[src/rtl/simon_block_feeder.sv]
// Word-pair packer and block FIFO feeding the SIMON 128/128 core handshake.
// Optional statistics (blocksIssued, dropWord) are enabled with `define SIMON_FEEDER_STATS_EN.
module simon_block_feeder #(
  parameter int N     = 64,
  parameter int DEPTH = 4
) (
  input  logic                         clk,
  input  logic                         nR,
  input  logic                         flush,
  input  logic [N-1:0]                 inWord,
  input  logic                         inValid,
  output logic                         inReady,
  output logic [1:0][N-1:0]            BLOCK,
  output logic                         newData,
  input  logic                         loadData,
  input  logic                         doneData,
  output logic                         empty,
  output logic                         full,
  output logic [$clog2(DEPTH+1)-1:0]   level
`ifdef SIMON_FEEDER_STATS_EN
  ,
  output logic [31:0]                  blocksIssued,
  output logic                         dropWord
`endif
);

  localparam int AW = $clog2(DEPTH);
  localparam int LW = $clog2(DEPTH+1);

  typedef enum logic [1:0] {IDLE, PRESENT, WAIT_DONE} state_t;

  state_t              state, next_state;
  logic [1:0][N-1:0]   mem [DEPTH];
  logic [AW-1:0]       wr_ptr, rd_ptr;
  logic [LW-1:0]       count;
  logic [N-1:0]        half_word;
  logic                half_valid;
  logic                done_q;
  logic                accept, push, pop, done_rise;

  assign empty     = (count == '0);
  assign full      = (count == LW'(DEPTH));
  assign level     = count;
  assign inReady   = !full && !flush;
  assign newData   = (state == PRESENT);
  assign accept    = inValid && inReady;
  assign push      = accept && half_valid;
  // Popping the head coincides with latching it into BLOCK, so the block on
  // the core bus is no longer counted in level.
  assign pop       = (state == IDLE) && !empty && !flush;
  assign done_rise = doneData && !done_q;

  // NOTE: sequential state uses non-blocking assignments so every register
  // samples pre-edge values regardless of process evaluation order.
  always_ff @(posedge clk or negedge nR) begin
    if (!nR) begin
      state <= IDLE;
    end else begin
      state <= next_state;
    end
  end

  // NOTE: next_state is defaulted first so no path through the case leaves it
  // unassigned, which would otherwise infer a latch.
  always_comb begin
    next_state = state;
    unique case (state)
      IDLE:      if (!empty)   next_state = PRESENT;
      PRESENT:   if (loadData) next_state = WAIT_DONE;
      WAIT_DONE: if (done_rise) next_state = IDLE;
      default:                 next_state = IDLE;
    endcase
    if (flush) next_state = IDLE;
  end

  always_ff @(posedge clk or negedge nR) begin
    if (!nR) begin
      wr_ptr     <= '0;
      rd_ptr     <= '0;
      count      <= '0;
      half_word  <= '0;
      half_valid <= 1'b0;
      done_q     <= 1'b0;
      BLOCK      <= '0;
    end else begin
      done_q <= doneData;
      if (flush) begin
        wr_ptr     <= '0;
        rd_ptr     <= '0;
        count      <= '0;
        half_valid <= 1'b0;
      end else begin
        if (accept) begin
          half_valid <= !half_valid;
          if (!half_valid) half_word <= inWord;
        end
        if (push) wr_ptr <= wr_ptr + AW'(1);
        if (pop) begin
          rd_ptr <= rd_ptr + AW'(1);
          BLOCK  <= mem[rd_ptr];
        end
        if (push && !pop)      count <= count + LW'(1);
        else if (pop && !push) count <= count - LW'(1);
      end
    end
  end

  // NOTE: storage is deliberately left out of reset; count and pointers alone
  // define which entries are valid, so stale contents are never observable.
  always_ff @(posedge clk) begin
    if (push) mem[wr_ptr] <= {half_word, inWord};
  end

`ifdef SIMON_FEEDER_STATS_EN
  always_ff @(posedge clk or negedge nR) begin
    if (!nR) begin
      blocksIssued <= '0;
    end else if (flush) begin
      blocksIssued <= '0;
    end else if (state == PRESENT && loadData) begin
      blocksIssued <= blocksIssued + 32'd1;
    end
  end

  assign dropWord = inValid && full;
`endif

endmodule

[config.mk]
export PLATFORM = sky130hd
export DESIGN_NAME = simon_block_feeder
export DESIGN_NICKNAME = d
export VERILOG_FILES = /design/src/rtl/simon_block_feeder.sv
export SDC_FILE = /design/constraint.sdc
export NUM_CORES = 1
export LEC_CHECK = 0
export ABC_CLOCK_PERIOD_IN_PS = 6190
export BUFFER_PORTS_ARGS = -buffer_cell sky130_fd_sc_hd__clkbuf_2
export CORE_ASPECT_RATIO = 1.5
export CORE_MARGIN = 8
export CORE_UTILIZATION = 60
export CTS_BUF_LIST = sky130_fd_sc_hd__clkbuf_8
export CTS_CLUSTER_SIZE = 20
export DETAILED_ROUTE_END_ITERATION = 8
export PLACE_DENSITY = 0.89
export SLEW_MARGIN = 20
export SYNTH_ARGS = -nofsm -noshare
export SYNTH_HDL_FRONTEND = slang
export SYNTH_SLANG_ARGS = --single-unit
[constraint.sdc]
create_clock -name clk -period 6.19 [get_ports clk]
set_input_delay 1.5475 -clock clk [delete_from_list [all_inputs] [get_ports clk]]
set_output_delay 1.5475 -clock clk [all_outputs]
set_load 0.005 [all_outputs]
==> flow_metrics.py <==
metrics = {
    "clock_tree": {
        "clock_latency_reported_for_the_late_side_of_the_worst_skew_pair_ns": 0.64,
        "clkSlewWorstSetupHoldPaths_ns": 0.06,
        "clockRootBuffer": "sky130_fd_sc_hd__clkbuf_8",
        "cts_buf_count": 94,
        "cts.sinks": 715,
        "post_cts_resize_count": 0,
        "cts_tree": "built",
        "postCtsSetupBuffers": 0,
        "clock_path_buffers": 3,
        "ctsHtreeMaxLevel": 3,
        "post_cts_hold_buffer_count": 0,
    },
    "timing": {
        "grt_setup_unrepaired": "false",
        "slew_violations": 0,
        "slew-limit-headroom_pct": 23.5,
        "post-route-period-util_pct": 58.1,
        "finalSetupViolations": 0,
        "final.setup.tns_ns": 0,
        "worst_pin_slew_ns": 1.15,
        "final_hold_viol_count": 0,
        "fin_skew_ns": 0.0303,
        "max_freq_ghz": 0.278,
        "timing.final.crit_period_ns": 3.59,
    },
    "worst_setup_path": {
        "required_ns": 4.64,
        "critical_path.cell_chain": "clkbuf_2, nor2_1, clkbuf_2",
        "worstSetupStartpointType": "input port",
        "crit_path_top_delay_cell": "sky130_fd_sc_hd__clkbuf_2",
        "critical_path_depth": 3,
        "cp-startpoint": "flush",
        "critical-path-max-stage-delay_ns": 0.23,
        "endpoint_kind": "primary output",
        "critical_path.max_fanout": 18,
        "worstRegToRegCells": 6,
        "critical_path.top_delay_family": "buffers and inverters",
        "crit_arrival_ns": 2.05,
        "critical_path.reg2reg.endpoint": "BLOCK[83]",
        "critical_path.n_buffers_inverters": 2,
        "critical_path_class": "input port to primary output",
        "rrSetupSlack_ns": 3.16,
        "worst_setup_path_endpoint": "inReady",
        "critPathMostFrequentCell": "sky130_fd_sc_hd__clkbuf_2",
        "startpoint_of_the_worst_register_to_register_path": "level[0]",
    },
    "routing": {
        "post_drt_wl_per_cell_um": 23.4,
        "num_vias": 11800,
        "first_pass_iters": 5,
        "first_iter_violations": 725,
        "postRouteWirelength_um": 48300,
        "antenna_left": 0,
        "drt_drc_violations_left": 0,
        "avgViaCountPerCell": 5.69,
    },
    "logic_synthesis": {
        "synth-seq-cells": 715,
        "dominant_register_cell_in_the_synthesized_netlist": "sky130_fd_sc_hd__edfxtp_1",
        "synth_warnings": 0,
        "synth-edff-count": 512,
        "seq_area_frac_synth_pct": 77.8,
        "mappedNetlistNets": 1219,
        "synthMostInstantiatedCell": "sky130_fd_sc_hd__edfxtp_1",
        "synth.cell_area_mm2": 0.0263,
        "post-synth-top-area-cell": "sky130_fd_sc_hd__edfxtp_1",
        "async_flop_share_pct": 28.4,
        "post_synth_inst_count": 1144,
        "portion_of_synthesized_cell_area_occupied_by_the_leading_cell_type_pct": 58.5,
        "ys_top_cells_by_area": "sky130_fd_sc_hd__edfxtp_1, sky130_fd_sc_hd__dfrtp_1, sky130_fd_sc_hd__mux4_2, sky130_fd_sc_hd__mux2_1, sky130_fd_sc_hd__mux2_2",
        "synthesis.area_per_instance_um2": 23.0,
        "synthDistinctLibCells": 34,
        "synthTopCellsByCount": "sky130_fd_sc_hd__edfxtp_1, sky130_fd_sc_hd__dfrtp_1, sky130_fd_sc_hd__mux2_1, sky130_fd_sc_hd__mux4_2, sky130_fd_sc_hd__mux2_2",
    },
    "floorplanning": {
        "fp.dieArea_mm2": 0.0509,
        "io-pin-count": 205,
        "starting_density_pct": 60.4,
        "core_area_mm2": 0.0435,
        "rows": 94,
        "die-height_um": 272,
        "die_x_um": 187,
    },
    "placed_design": {
        "port_buf_inserts": 204,
        "post_dp_cell_area_mm2": 0.0279,
        "gp_congestion": 0.753,
        "hpwl_um": 27600,
    },
    "cells_and_area": {
        "design.final.nets": 1483,
        "drive_gt1_share_pct": 36.9,
        "finish.utilization_pct": 68.6,
        "flow.area_growth_from_synthesis_pct": 13.5,
        "layout.cell_area.non_filler_mm2": 0.0298,
    },
    "global_routing": {
        "first_global_vias": 13400,
        "first_pass_grt_wire_length_um": 76400,
        "grt_usage_pct": 19.6,
        "largest_net_degree_at_the_start_of_global_routing": 117,
        "global_route.overflow_total": 0,
        "grt_antenna_before_repair": 5,
    },
    "run": {
        "max_cap_viol_count": 0,
    },
    "power": {
        "power.density_cell_area_mw_per_mm2": 428,
        "maximum_ir_drop_on_the_vdd_rail_mv": 0.328,
        "power_leakage_uw": 0.0107,
    },
    "min_path": {
        "min_path_type": "flip-flop to flip-flop",
        "min_path_cells": 1,
    },
    "run_status": {
        "run_status": "finished clean",
    },
}
## logic make-up (layout without fill, tap and decap cells)
| group | Yosys count | count (layout) | synth area share, % |
|---|---|---|---|
| AOI/OAI and AO/OA | 3 | 3 | 0.0857 |
| adders and majority gates | 5 | 5 | 0.267 |
| other | 0 | 3 | 0 |
| muxes | 324 | 324 | 19.5 |
| xor gates and xnor gates | 5 | 5 | 0.167 |
| and+or+nand+nor | 35 | 35 | 0.762 |
| buffers and inverters | 57 | 402 | 1.41 |
| DFF | 715 | 715 | 77.8 |
## layout make-up
type                            count  area, um^2
Antenna cell                        3        7.51
Clock buffer                      110        1510
Clock inverter                     67         399
Fill cell                        2556       13700
Inverter                            5        18.8
Multi-Input combinational cell    372        5470
Sequential cell                   715       20500
Tap cell                          576         721
Timing Repair Buffer              220        1250
## stage by stage
step | hold WS, ns | cells | setup slack (ns) | total power [uW]
3_3_place_gp | 0.473 | 1887 | 1.85 | 9270
5_1_grt | 0.508 | 2068 | 2.51 | 13400
6_report | 0.487 | 2068 | 2.60 | 12800
2_1_floorplan | 0.471 | 1144 | 0.525 | 8360
4_1_cts | 0.495 | 2064 | 2.47 | 12900
3_5_place_dp | 0.480 | 1887 | 1.79 | 9470
## registers in the layout, indices dropped and copies added, names as in the netlist
name and count:
rd_ptr 2, half_word 64, level 3, done_q 1, wr_ptr 2, mem 512
BLOCK 128, half_valid 1, state 2
## per-layer routing
layer  vias to the layer above  part of all wire [%]  track usage, %  wire, um
li1                       5142                     -               -         -
met1                      6223                    38            22.8     18300
met2                       313                    53            34.4     25800
met3                        95                   4.9            4.42      2390
met4                         4                   3.7            9.01      1780
met5                         -                 0.060               0        29
## report_power, final
part | total [uW] | internal, uW | switching (uW)
clock network | 3440 | 1800 | 1640
registers | 6820 | 6130 | 689
logic | 2510 | 1410 | 1100
## cells in the final DEF, fill, tap and decap left out, types with 13 or more instances in the layout
cell type,count
sky130_fd_sc_hd__mux2_1,140
sky130_fd_sc_hd__edfxtp_1,512
sky130_fd_sc_hd__clkinv_1,19
sky130_fd_sc_hd__nor2_1,13
sky130_fd_sc_hd__clkbuf_8,110
sky130_fd_sc_hd__inv_1,28
sky130_fd_sc_hd__mux4_2,128
sky130_fd_sc_hd__clkinv_2,15
sky130_fd_sc_hd__dfrtp_1,201
sky130_fd_sc_hd__clkbuf_2,203
sky130_fd_sc_hd__mux2_2,46
## how the worst min path moves through the flow
stage                       start     endpoint  slack, ns
floorplan           half_word[63]  mem[0][127]       0.47
global placement        BLOCK[15]    BLOCK[15]       0.47
detailed placement      BLOCK[17]    BLOCK[17]       0.48
CTS                     BLOCK[68]    BLOCK[68]       0.49
global route            BLOCK[68]    BLOCK[68]       0.51
finish                   BLOCK[3]     BLOCK[3]       0.49
(Power assumes the default switching activity.)
